## src/rtl/riscv_pkg.sv

```systemverilog
// Shared RISC-V core definitions: multicycle FSM states, opcodes and mux select codes.
package riscv_pkg;

    typedef enum logic [3:0] {
        FETCH    = 4'd0,
        DECODE   = 4'd1,
        MEMADR   = 4'd2,
        MEMREAD  = 4'd3,
        MEMWB    = 4'd4,
        MEMWRITE = 4'd5,
        EXECR    = 4'd6,
        EXECI    = 4'd7,
        ALUWB    = 4'd8,
        BRANCH   = 4'd9,
        JAL      = 4'd10
    } statetype;

    localparam logic [6:0] OP_LW  = 7'b0000011;
    localparam logic [6:0] OP_SW  = 7'b0100011;
    localparam logic [6:0] OP_R   = 7'b0110011;
    localparam logic [6:0] OP_I   = 7'b0010011;
    localparam logic [6:0] OP_B   = 7'b1100011;
    localparam logic [6:0] OP_JAL = 7'b1101111;

    localparam logic [1:0] ALUOP_ADD = 2'b00;
    localparam logic [1:0] ALUOP_BR  = 2'b01;
    localparam logic [1:0] ALUOP_FN  = 2'b10;

    localparam logic [1:0] SRCA_PC    = 2'b00;
    localparam logic [1:0] SRCA_OLDPC = 2'b01;
    localparam logic [1:0] SRCA_RS1   = 2'b10;

    localparam logic [1:0] SRCB_RS2   = 2'b00;
    localparam logic [1:0] SRCB_IMM   = 2'b01;
    localparam logic [1:0] SRCB_FOUR  = 2'b10;

    localparam logic [1:0] RES_ALUOUT = 2'b00;
    localparam logic [1:0] RES_DATA   = 2'b01;
    localparam logic [1:0] RES_ALURES = 2'b10;

endpackage

```

## src/rtl/mccontrol_branchres.sv

```systemverilog
// Branch condition resolution from the ALU decoder's one-hot branch type and ALU flags.
module branchres (
    input  logic [3:0] Branch,
    input  logic       Zero,
    input  logic       Lt,
    output logic       taken
);

    // Non-one-hot or unknown branch types fall to the default: not taken.
    always_comb begin
        taken = 1'b0;
        case (Branch)
            4'b0001: taken = Zero;
            4'b0010: taken = Lt;
            4'b0100: taken = ~Zero;
            4'b1000: taken = ~Lt;
            default: taken = 1'b0;
        endcase
    end

endmodule

```

## src/rtl/mccontrol.sv

```systemverilog
// Multicycle control FSM: sequences fetch/decode/execute/memory/writeback and drives datapath controls.
module mccontrol
    import riscv_pkg::*;
(
    input  logic       clk,
    input  logic       reset,
    input  logic [6:0] op,
    input  logic [3:0] Branch,
    input  logic       Zero,
    input  logic       Lt,
    output logic [1:0] ALUOp,
    output logic [1:0] ALUSrcA,
    output logic [1:0] ALUSrcB,
    output logic [1:0] ResultSrc,
    output logic       AdrSrc,
    output logic       IRWrite,
    output logic       PCWrite,
    output logic       RegWrite,
    output logic       MemWrite,
    output logic       IllegalOp,
    output logic [3:0] State
);

    statetype state, nextstate, effstate;
    logic     pcupdate, branchst, taken;
    logic     irwrite_d, regwrite_d, memwrite_d, illegal_d;

    branchres u_branchres (
        .Branch (Branch),
        .Zero   (Zero),
        .Lt     (Lt),
        .taken  (taken)
    );

    always_ff @(posedge clk) begin
        if (reset) state <= FETCH;
        else       state <= nextstate;
    end

    always_comb begin
        nextstate = FETCH;
        case (state)
            FETCH:    nextstate = DECODE;
            DECODE: begin
                case (op)
                    OP_LW, OP_SW: nextstate = MEMADR;
                    OP_R:         nextstate = EXECR;
                    OP_I:         nextstate = EXECI;
                    OP_B:         nextstate = BRANCH;
                    OP_JAL:       nextstate = JAL;
                    default:      nextstate = FETCH;
                endcase
            end
            MEMADR:   nextstate = (op == OP_LW) ? MEMREAD : MEMWRITE;
            MEMREAD:  nextstate = MEMWB;
            MEMWB:    nextstate = FETCH;
            MEMWRITE: nextstate = FETCH;
            EXECR:    nextstate = ALUWB;
            EXECI:    nextstate = ALUWB;
            JAL:      nextstate = ALUWB;
            ALUWB:    nextstate = FETCH;
            BRANCH:   nextstate = FETCH;
            default:  nextstate = FETCH;
        endcase
    end

    // During reset the decode sees FETCH so muxes park there; write enables are gated below.
    assign effstate = reset ? FETCH : state;

    always_comb begin
        ALUOp      = ALUOP_ADD;
        ALUSrcA    = SRCA_PC;
        ALUSrcB    = SRCB_RS2;
        ResultSrc  = RES_ALUOUT;
        AdrSrc     = 1'b0;
        irwrite_d  = 1'b0;
        regwrite_d = 1'b0;
        memwrite_d = 1'b0;
        illegal_d  = 1'b0;
        pcupdate   = 1'b0;
        branchst   = 1'b0;
        case (effstate)
            FETCH: begin
                irwrite_d = 1'b1;
                ALUSrcB   = SRCB_FOUR;
                ResultSrc = RES_ALURES;
                pcupdate  = 1'b1;
            end
            DECODE: begin
                ALUSrcA = SRCA_OLDPC;
                ALUSrcB = SRCB_IMM;
                case (op)
                    OP_LW, OP_SW, OP_R, OP_I, OP_B, OP_JAL: illegal_d = 1'b0;
                    default:                                illegal_d = 1'b1;
                endcase
            end
            MEMADR: begin
                ALUSrcA = SRCA_RS1;
                ALUSrcB = SRCB_IMM;
            end
            MEMREAD:  AdrSrc = 1'b1;
            MEMWB: begin
                ResultSrc  = RES_DATA;
                regwrite_d = 1'b1;
            end
            MEMWRITE: begin
                AdrSrc     = 1'b1;
                memwrite_d = 1'b1;
            end
            EXECR: begin
                ALUSrcA = SRCA_RS1;
                ALUOp   = ALUOP_FN;
            end
            EXECI: begin
                ALUSrcA = SRCA_RS1;
                ALUSrcB = SRCB_IMM;
                ALUOp   = ALUOP_FN;
            end
            ALUWB:    regwrite_d = 1'b1;
            JAL: begin
                ALUSrcA  = SRCA_OLDPC;
                ALUSrcB  = SRCB_FOUR;
                pcupdate = 1'b1;
            end
            BRANCH: begin
                ALUSrcA  = SRCA_RS1;
                ALUOp    = ALUOP_BR;
                branchst = 1'b1;
                illegal_d = (Branch == 4'b0000);
            end
            default: ;
        endcase
    end

    assign IRWrite   = irwrite_d  & ~reset;
    assign RegWrite  = regwrite_d & ~reset;
    assign MemWrite  = memwrite_d & ~reset;
    assign IllegalOp = illegal_d  & ~reset;
    assign PCWrite   = (pcupdate | (branchst & taken)) & ~reset;
    assign State     = effstate;

endmodule

```

## config.mk

```make
export PLATFORM = sky130hd
export DESIGN_NAME = mccontrol
export DESIGN_NICKNAME = d
export VERILOG_FILES = /design/src/rtl/riscv_pkg.sv /design/src/rtl/mccontrol_branchres.sv /design/src/rtl/mccontrol.sv
export SDC_FILE = /design/constraint.sdc
export NUM_CORES = 1
export LEC_CHECK = 0
export ABC_AREA = 1
export CAP_MARGIN = 20
export CORE_UTILIZATION = 33
export DETAILED_ROUTE_END_ITERATION = 7
export HOLD_SLACK_MARGIN = 0.08
export PLACE_DENSITY = 0.74
export SLEW_MARGIN = 10
export SYNTH_ARGS = -nofsm -noshare
export SYNTH_HDL_FRONTEND = slang
export SYNTH_HIERARCHICAL = 1
export SYNTH_SLANG_ARGS = --single-unit
```

## constraint.sdc

```tcl
create_clock -name clk -period 1 [get_ports clk]
set_input_delay 0.15 -clock clk [delete_from_list [all_inputs] [get_ports clk]]
set_output_delay 0.15 -clock clk [all_outputs]
set_load 0.01 [all_outputs]
```

Yosys cells after proc, flatten, opt, wreduce, memory -nomap -nowiden:

Index checks and enable logic that the tools add are counted.

* order comparisons: 0
* mux-type cells: 17
* bitwise logic cells: 10
* equal/unequal tests: 26
* shift operators: 0
* reductions and logical operators: 13
* $add $sub $neg: 0
* $mul: 0
* div/mod/pow operators: 0

Operators by type and width (number)
* $pmux 4 s5: 2
* $eq 4x3->1 const B: 7
* $eq 4x2->1 const B: 5
* $eq 4x4->1 const B: 5
* $pmux 2 s2: 4
* $eq 7x6->1 const B: 2
* $eq 7x7->1 const B: 2
* $eq 4x1->1 const B: 3
* $logic_not 4->1: 3
* $reduce_or 2->1: 6
* $eq 7x2->1 const B: 1
* $eq 7x5->1 const B: 1
* $mux 1: 7
* $and 1x1->1: 6
* $reduce_or 3->1: 2
* $reduce_or 6->1: 1
* $mux 4: 1
* $pmux 1 s4: 1
* $reduce_or 4->1: 1
* $mux 3: 1
* $not 1->1: 3
* $pmux 1 s2: 1
* $or 1x1->1: 1

* register bits: 4
* memories kept: 0
* bits in latches: 0
* RAM bits: 0
* output and inout bits: 18
* ROM bits: 0

Depth between registers and ports, before layout:

Gate-level depths: netlist of run 1.

* depth in word-level cells: 6
* gate-level depth with buffers: 8
* depth with buffers taken out: 8

Modules after synthesis:

The synthesis of run 1 kept the hierarchy.

By module, submodules not included
* mccontrol: sequential area each 80.1 um2, instances 1, area an instance 486.7 um2, cells each 92
* branchres: sequential area each 0.0 um2, instances 1, area an instance 83.8 um2, cells each 21

Worst setup path before layout of run 1:

Ideal clock, no wire load.

* kind: reg-to-output
* start: reg state[3]
* end: out PCWrite
* arrival: 1066 ps
* path slack: -216 ps
* path buffers: 0
* cell stages (with the launch flop): 7
* cells stage by stage: dfxtp_1 > inv_2 > nor2_4 > nand2_2 > nor2_4 > nand2_1 > a21oi_1

* cells in the longest elaborated chain, start to end: 6
* elaborated cells between the ends (all ways): 10
* those cells by class: eq/ne: 2; mux: 3; bitwise: 3; reduce/logical: 2

Ends and longest elaborated chain
* from (decl): RTL line mccontrol.sv:24 `statetype state, nextstate, effstate;`
* from (signal assigned): RTL line mccontrol.sv:37 `else state <= nextstate;`
* $mux 4 (*): RTL line mccontrol.sv:68 `assign effstate = reset ? FETCH : state;`
* named net State[3]: RTL line mccontrol.sv:21 `output logic [3:0] State`
* $eq 4x4->1 / $logic_not 4->1 (equally long branches): RTL line mccontrol.sv:82 `case (effstate)`
* $reduce_or 2->1 (no line) / $mux 1 (equally long branches)
* $mux 1 / $and 1x1->1 (equally long branches): RTL line mccontrol.sv:82, mccontrol.sv:139
* $or 1x1->1 (*): RTL line mccontrol.sv:139 `assign PCWrite = (pcupdate | (branchst & taken)) & ~reset;`
* $and 1x1->1 (*): RTL line mccontrol.sv:139
* to (decl): RTL line mccontrol.sv:17 `output logic PCWrite,`

Mark *: on every way through the listed nets, which the timed path passes. The rest lies on a longest branch.

Worst setup path in the final report of run 1:

* start: reg state[3]
* end: out PCWrite

* cells in the longest elaborated chain, start to end: 6
* elaborated cells between the ends (all ways): 10
* those cells by class: eq/ne: 2; mux: 3; bitwise: 3; reduce/logical: 2

Ends and longest elaborated chain (RTL line)
* $mux 4 (*): mccontrol.sv:68
* $eq 4x4->1 / $logic_not 4->1 (equally long branches): mccontrol.sv:82
* $reduce_or 2->1 (no line) / $mux 1 (equally long branches)
* $mux 1 / $and 1x1->1 (equally long branches): mccontrol.sv:82, mccontrol.sv:139
* $or 1x1->1 (*): mccontrol.sv:139
* $and 1x1->1 (*): mccontrol.sv:139

Every way passes the cells marked *; elsewhere a longest branch is shown, timed or not.

==> results.json, run 1 <==
{
  "drcViolationCount": 6,
  "mappedNetlistArea_sq_um": 571,
  "die_area_sq_mm": 0.00190,
  "vias_per_cell": 5.16,
  "ys_types": 17,
  "status": "finished with violations",
  "grt_max_degree": 6,
  "combPwrFrac": 0.468,
  "finClkSkew_ps": 4.42,
  "gp_congestion": 0.867,
  "synth.avg_cell_area_sq_um": 5.05,
  "grt_pass1_vias": 985,
  "swShare": 0.353,
  "fmax_mhz": 673,
  "grt_use_total": 0.294,
  "syn_nets": 128,
  "row_count": 14,
  "cp-start-kind": "flip-flop",
  "ys_ff_latch": 4,
  "crit_fanout": 4,
  "seqPwrFrac": 0.247,
  "yosysWarnings": 6,
  "antenna_cells": 0,
  "grt.overflow.total": 0,
  "period_needed_ps": 1490,
  "dpl.hpwl_microns": 1630,
  "hold_path_class": "input port to flip-flop",
  "cts_buffer_depth": 2,
  "layout.cells.non_filler": 198,
  "setup_viol": 22,
  "wl_met2_microns": 1560,
  "cts_buffers": 3,
  "ctsHoldBuffers": 0,
  "antenna_found_initial": 0,
  "p_switching_uw": 247,
  "drive_above_1_share": 0.538,
  "maxSlewViolCount": 0,
  "die_w_microns": 43.6,
  "wl_per_cell_microns": 15.7,
  "power_frac_clock": 0.285,
  "endpoint_kind": "output pin",
  "nets": 199,
  "wl_met3_microns": 183,
  "dp_slack_ps": -978,
  "power_per_cell_area_mw_per_mm2": 519,
  "initial_utilization": 0.366,
  "min_period_over_period": 1.49,
  "rsz0062_at_grt": "true",
  "internal-power_uw": 454,
  "clock_sinks": 4,
  "placed_cells": 184,
  "drt.antenna.violating_nets": 0,
  "slew-limit-headroom": 0.810,
  "highest-signal-layer": "met4",
  "grt_pass1_wl_microns": 4110,
  "crit_required_ps": 850,
  "worst_slack_ps": -486,
  "root_buffer": "clkbuf_4",
  "drv_cap": 0,
  "io_pins": 33,
  "h-tree-depth": 1,
  "seq_area_frac_synth": 0.140,
  "top_register": "state",
  "num_vias": 1021,
  "power.leakage_nw": 0.710,
  "clk_pin_slew_ps": 40,
  "wl_met1_microns": 1270,
  "syn_inst": 113,
  "irDropWorstVdd_mv": 0.614,
  "totalWireLength_microns": 3100,
  "clk_latency_ps": 240,
  "hold_viol_final": 0,
  "violations": "DRC, setup timing",
  "syn2layout_area_growth_pct": 137,
  "cts_tree": "built",
  "first_iter_violations": 50,
  "worstSetupPathType": "flip-flop to output pin",
  "largest_reg_flops": 4,
  "io_buffers": 32,
  "largestRegisters": "state x4",
  "coreArea_sq_mm": 0.00156,
  "dieHeight_microns": 43.6,
  "fillCellCount": 86,
  "arrival_ps": 1340,
  "worst_slew_pin_slew_ps": 285,
  "dr.pass1.iters": 7
}
==> synthesized netlist by cell type (all sizes together) <==
| cell type | count | area, sq um |
|---|---|---|
| nor2 | 26 | 120 |
| a21oi | 5 | 25.0 |
| nand4 | 1 | 6.26 |
| dfxtp | 4 | 80.1 |
| buf | 1 | 11.3 |
| o21ai | 2 | 10.0 |
| nand3 | 13 | 70.1 |
| nand2 | 33 | 134 |
| inv | 25 | 93.8 |
| nor4 | 1 | 6.26 |
| o22ai | 1 | 6.26 |
| o211ai | 1 | 7.51 |
==> final cells by class <==
type                    count  area, sq um  share of cell area
clock buffers               3         22.5              0.0167
inverters                  25          104              0.0769
multi-input cells          83          520               0.386
flip-flops and latches      4         90.1              0.0667
well taps                  16         20.0              0.0148
repair buffers             67          593               0.439
==> power by group through the flow <==
stage	clock network, mW	registers [mW]	logic, mW
4_1_cts	0.216	0.171	0.297
3_3_place_gp	0	0.174	0.285
6_report	0.200	0.173	0.328
2_1_floorplan	0	0.174	0.114
5_1_grt	0.216	0.173	0.351
3_5_place_dp	0	0.174	0.290
==> through the flow <==
stage          total power, mW  hold slack [ps]  TNS (ps)  instance area (sq um)  utilization
2_1_floorplan            0.288              347      -640                    593            -
3_3_place_gp             0.459              651    -15660                   1100        0.707
3_5_place_dp             0.464              660    -16400                   1100        0.707
4_1_cts                  0.685              425     -6020                   1250        0.800
5_1_grt                  0.740              468     -8080                   1350        0.866
6_report                 0.701              457     -6940                   1350        0.866
==> timing repair <==
item                       in CTS  in global routing
gates resized for setup       131                 17
setup endpoints to repair      22                 22
gates cloned                    0                  0
setup buffers                  11                  7
pin swaps                      21                  9
==> layout by cell type (no fill, tap or decap), types with 6 or more instances in the layout <==
cell type / n
nand2_1: 25
buf_6: 21
buf_4: 21
inv_1: 20
nor2_1: 12
nand3_1: 10
dlygate4sd2_1: 10
buf_2: 9
nor2_4: 8
nor2_2: 6
nand2_2: 6
==> kinds of logic after synthesis <==
logic type | after synthesis | synth area share
AOI/OAI and AO/OA | 9 | 0.0855
buffers and inverters | 26 | 0.184
DFF | 4 | 0.140
and+or+nand+nor | 74 | 0.590
==> worst max-delay path, cell delays in order, from the launching register on <==
cell	delay (ps)
dfxtp_2	350
inv_2	60
nor2_4	130
nand2_2	90
nor2_4	150
nand2_2	70
a21oi_2	110
buf_2	140
==> layer usage <==
metal  up-vias  track usage
met4         0        0.219
met5         -            0
li1        480            -
met3        10       0.0292
met2        67        0.513
met1       464        0.325
==> path summary, 6_finish.rpt <==
path | from | endpoint | slack [ps] | depth (start not counted)
hold reg to reg | state[0] | state[0] | 720 | 4
setup / recovery | state[3] | PCWrite | -490 | 7
setup reg to reg | state[2] | state[2] | -170 | 8
hold / removal | reset | state[0] | 460 | 3
Power figures use the tool's default switching activity.
==> inputs of run 2 (changes only) <==
--- a/config.mk
+++ b/config.mk
@@ -7,6 +7,7 @@
 export LEC_CHECK = 0
 export ABC_AREA = 1
 export CAP_MARGIN = 20
+export CORE_MARGIN = 2
 export CORE_UTILIZATION = 33
 export DETAILED_ROUTE_END_ITERATION = 7
 export HOLD_SLACK_MARGIN = 0.08
==> run 2 against run 1 <==
Net effect:
- the run ends with setup timing left
- maximum frequency is 0.80% higher
- cell count is 1.0% lower
- clock skew is 0.71 ps lower
- critical path depth is 1 higher
- die area is 9.4% higher
- design area is 4.0% lower
- clock-buffer cell count stayed put
- register-to-register slack worse by 20 ps
- non-clock buffer count is 3 lower
- worst setup slack better by 12 ps
- critical endpoint is now ALUSrcA[1]
==> results.json, run 2 (synthesis gave the netlist of run 1 again) <==
{
  "io_pins": 33,
  "rsz0062_at_grt": "true",
  "r2r_setup_slack_ps": -190,
  "grt.overflow.total": 0,
  "fmax_mhz": 678,
  "initial_utilization": 0.342,
  "wl_per_cell_microns": 13.1,
  "dr.pass1.iters": 4,
  "violations": "setup timing",
  "ctsHoldBuffers": 0,
  "io_buffers": 32,
  "largest_reg_flops": 4,
  "clock_sinks": 4,
  "antenna_found_initial": 0,
  "nets": 196,
  "worstSetupPathType": "flip-flop to output pin",
  "cp-start-kind": "flip-flop",
  "post-route-util": 0.776,
  "setup_viol": 21,
  "dieHeight_microns": 45.6,
  "internal-power_uw": 456,
  "syn2layout_area_growth_pct": 127,
  "worst_slack_ps": -474,
  "layout_common_cells": "buf_4 (22), inv_1 (20), nand2_1 (19), buf_6 (16), nand2_2 (12)",
  "grt_max_degree": 6,
  "min_period_over_period": 1.47,
  "totalWireLength_microns": 2560,
  "first_iter_violations": 16,
  "layout_commonest_cell": "buf_4",
  "seqPwrFrac": 0.245,
  "power.leakage_nw": 0.684,
  "status": "finished with violations",
  "hold_viol_final": 0,
  "largestRegisters": "state x4",
  "power_per_cell_area_mw_per_mm2": 534,
  "drt.antenna.violating_nets": 0,
  "cts_buffer_depth": 2,
  "num_vias": 944,
  "period_needed_ps": 1470,
  "layout.cells.non_filler": 196,
  "h-tree-depth": 1,
  "antenna_cells": 0,
  "arrival_ps": 1320,
  "drive_above_1_share": 0.603,
  "dp_slack_ps": -940,
  "coreArea_sq_mm": 0.00167,
  "grt_pass1_vias": 862,
  "row_count": 15,
  "fillCellCount": 124,
  "power_frac_clock": 0.284,
  "combPwrFrac": 0.471,
  "cts_tree": "built",
  "die_area_sq_mm": 0.00208,
  "cts_buffers": 3,
  "clk_latency_ps": 230,
  "gp_congestion": 0.861,
  "crit_fanout": 4,
  "swShare": 0.342,
  "vias_per_cell": 4.82,
  "drcViolationCount": 0,
  "finClkSkew_ps": 3.70,
  "maxSlewViolCount": 0,
  "p_switching_uw": 236,
  "grt_pass1_wl_microns": 3640,
  "endpoint_kind": "output pin",
  "slew-limit-headroom": 0.812,
  "clk_pin_slew_ps": 30,
  "grt_use_total": 0.244,
  "placed_cells": 182,
  "worst_slew_pin_slew_ps": 279,
  "drv_cap": 0,
  "irDropWorstVdd_mv": 0.622,
  "hold_path_class": "input port to flip-flop",
  "whs_ps": 352,
  "die_w_microns": 45.6,
  "top_register": "state",
  "root_buffer": "clkbuf_4",
  "crit_required_ps": 850,
  "finalSetupTns_ps": -6240,
  "dpl.hpwl_microns": 1520
}
[run 2: changes by cell type in the layout (fill, tap and decap cells not counted), moves of 3 or more]
| cell | before | now |
|---|---|---|
| nand2_1 | 25 | 19 |
| nand2_2 | 6 | 12 |
| buf_6 | 21 | 16 |
| clkbuf_2 | 1 | 6 |
| dlygate4sd2_1 | 10 | 6 |
| nor2_1 | 12 | 9 |
[run 2: stage by stage]
stage                     cell area [sq um]  total power [mW]
after detailed placement               1080             0.458
after CTS                              1230             0.666
after global routing                   1300             0.737
after floorplan                         593             0.288
final                                  1300             0.692
after global placement                 1080             0.454
[run 2: area by class of cell]
cell class                 count  area (sq um)  share of cell area
inverter                      25           109              0.0840
multi-input combinational     83           534               0.412
timing repair buffer          64           514               0.397
sequential                     4          95.1              0.0734
clock buffer                   3          22.5              0.0174
tap                           17          21.3              0.0164
[run 2: repair_timing]
action | in CTS | in global routing
pin swaps | 22 | 17
setup endpoints to repair | 22 | 22
gates resized for setup | 123 | 40
gates cloned | 0 | 0
setup buffers | 11 | 3
[run 2: layer usage]
| metal | vias to the layer above | share of wire | track usage |
|---|---|---|---|
| li1 | 484 | - | - |
| met1 | 438 | 0.39 | 0.290 |
| met2 | 20 | 0.56 | 0.442 |
| met3 | 2 | 0.038 | 0.0238 |
| met4 | 0 | 0.011 | 0.0882 |
| met5 | - | 0 | 0 |
[run 2: critical path, cell delays in order, from the launching register on]
cell	delay (ps)
dfxtp_4	360
inv_6	50
nor2_4	160
buf_6	120
nand3_2	70
inv_2	80
nor2_1	50
nand2_1	70
buf_2	130
[run 2: final timing paths]
kind,endpoint,depth (start not counted),startpoint
worst max-delay path,ALUSrcA[1],8,state[2]
worst max register to register,state[2],9,state[1]
worst min-delay path,state[1],6,op[5]
worst min register to register,state[0],4,state[0]
[run 2: power groups by stage]
stage               logic, mW  registers, mW  clock network, mW
floorplan               0.114          0.174                  0
finish                  0.326          0.170              0.197
CTS                     0.287          0.173              0.206
detailed placement      0.283          0.175                  0
global placement        0.280          0.175                  0
global route            0.353          0.170              0.214
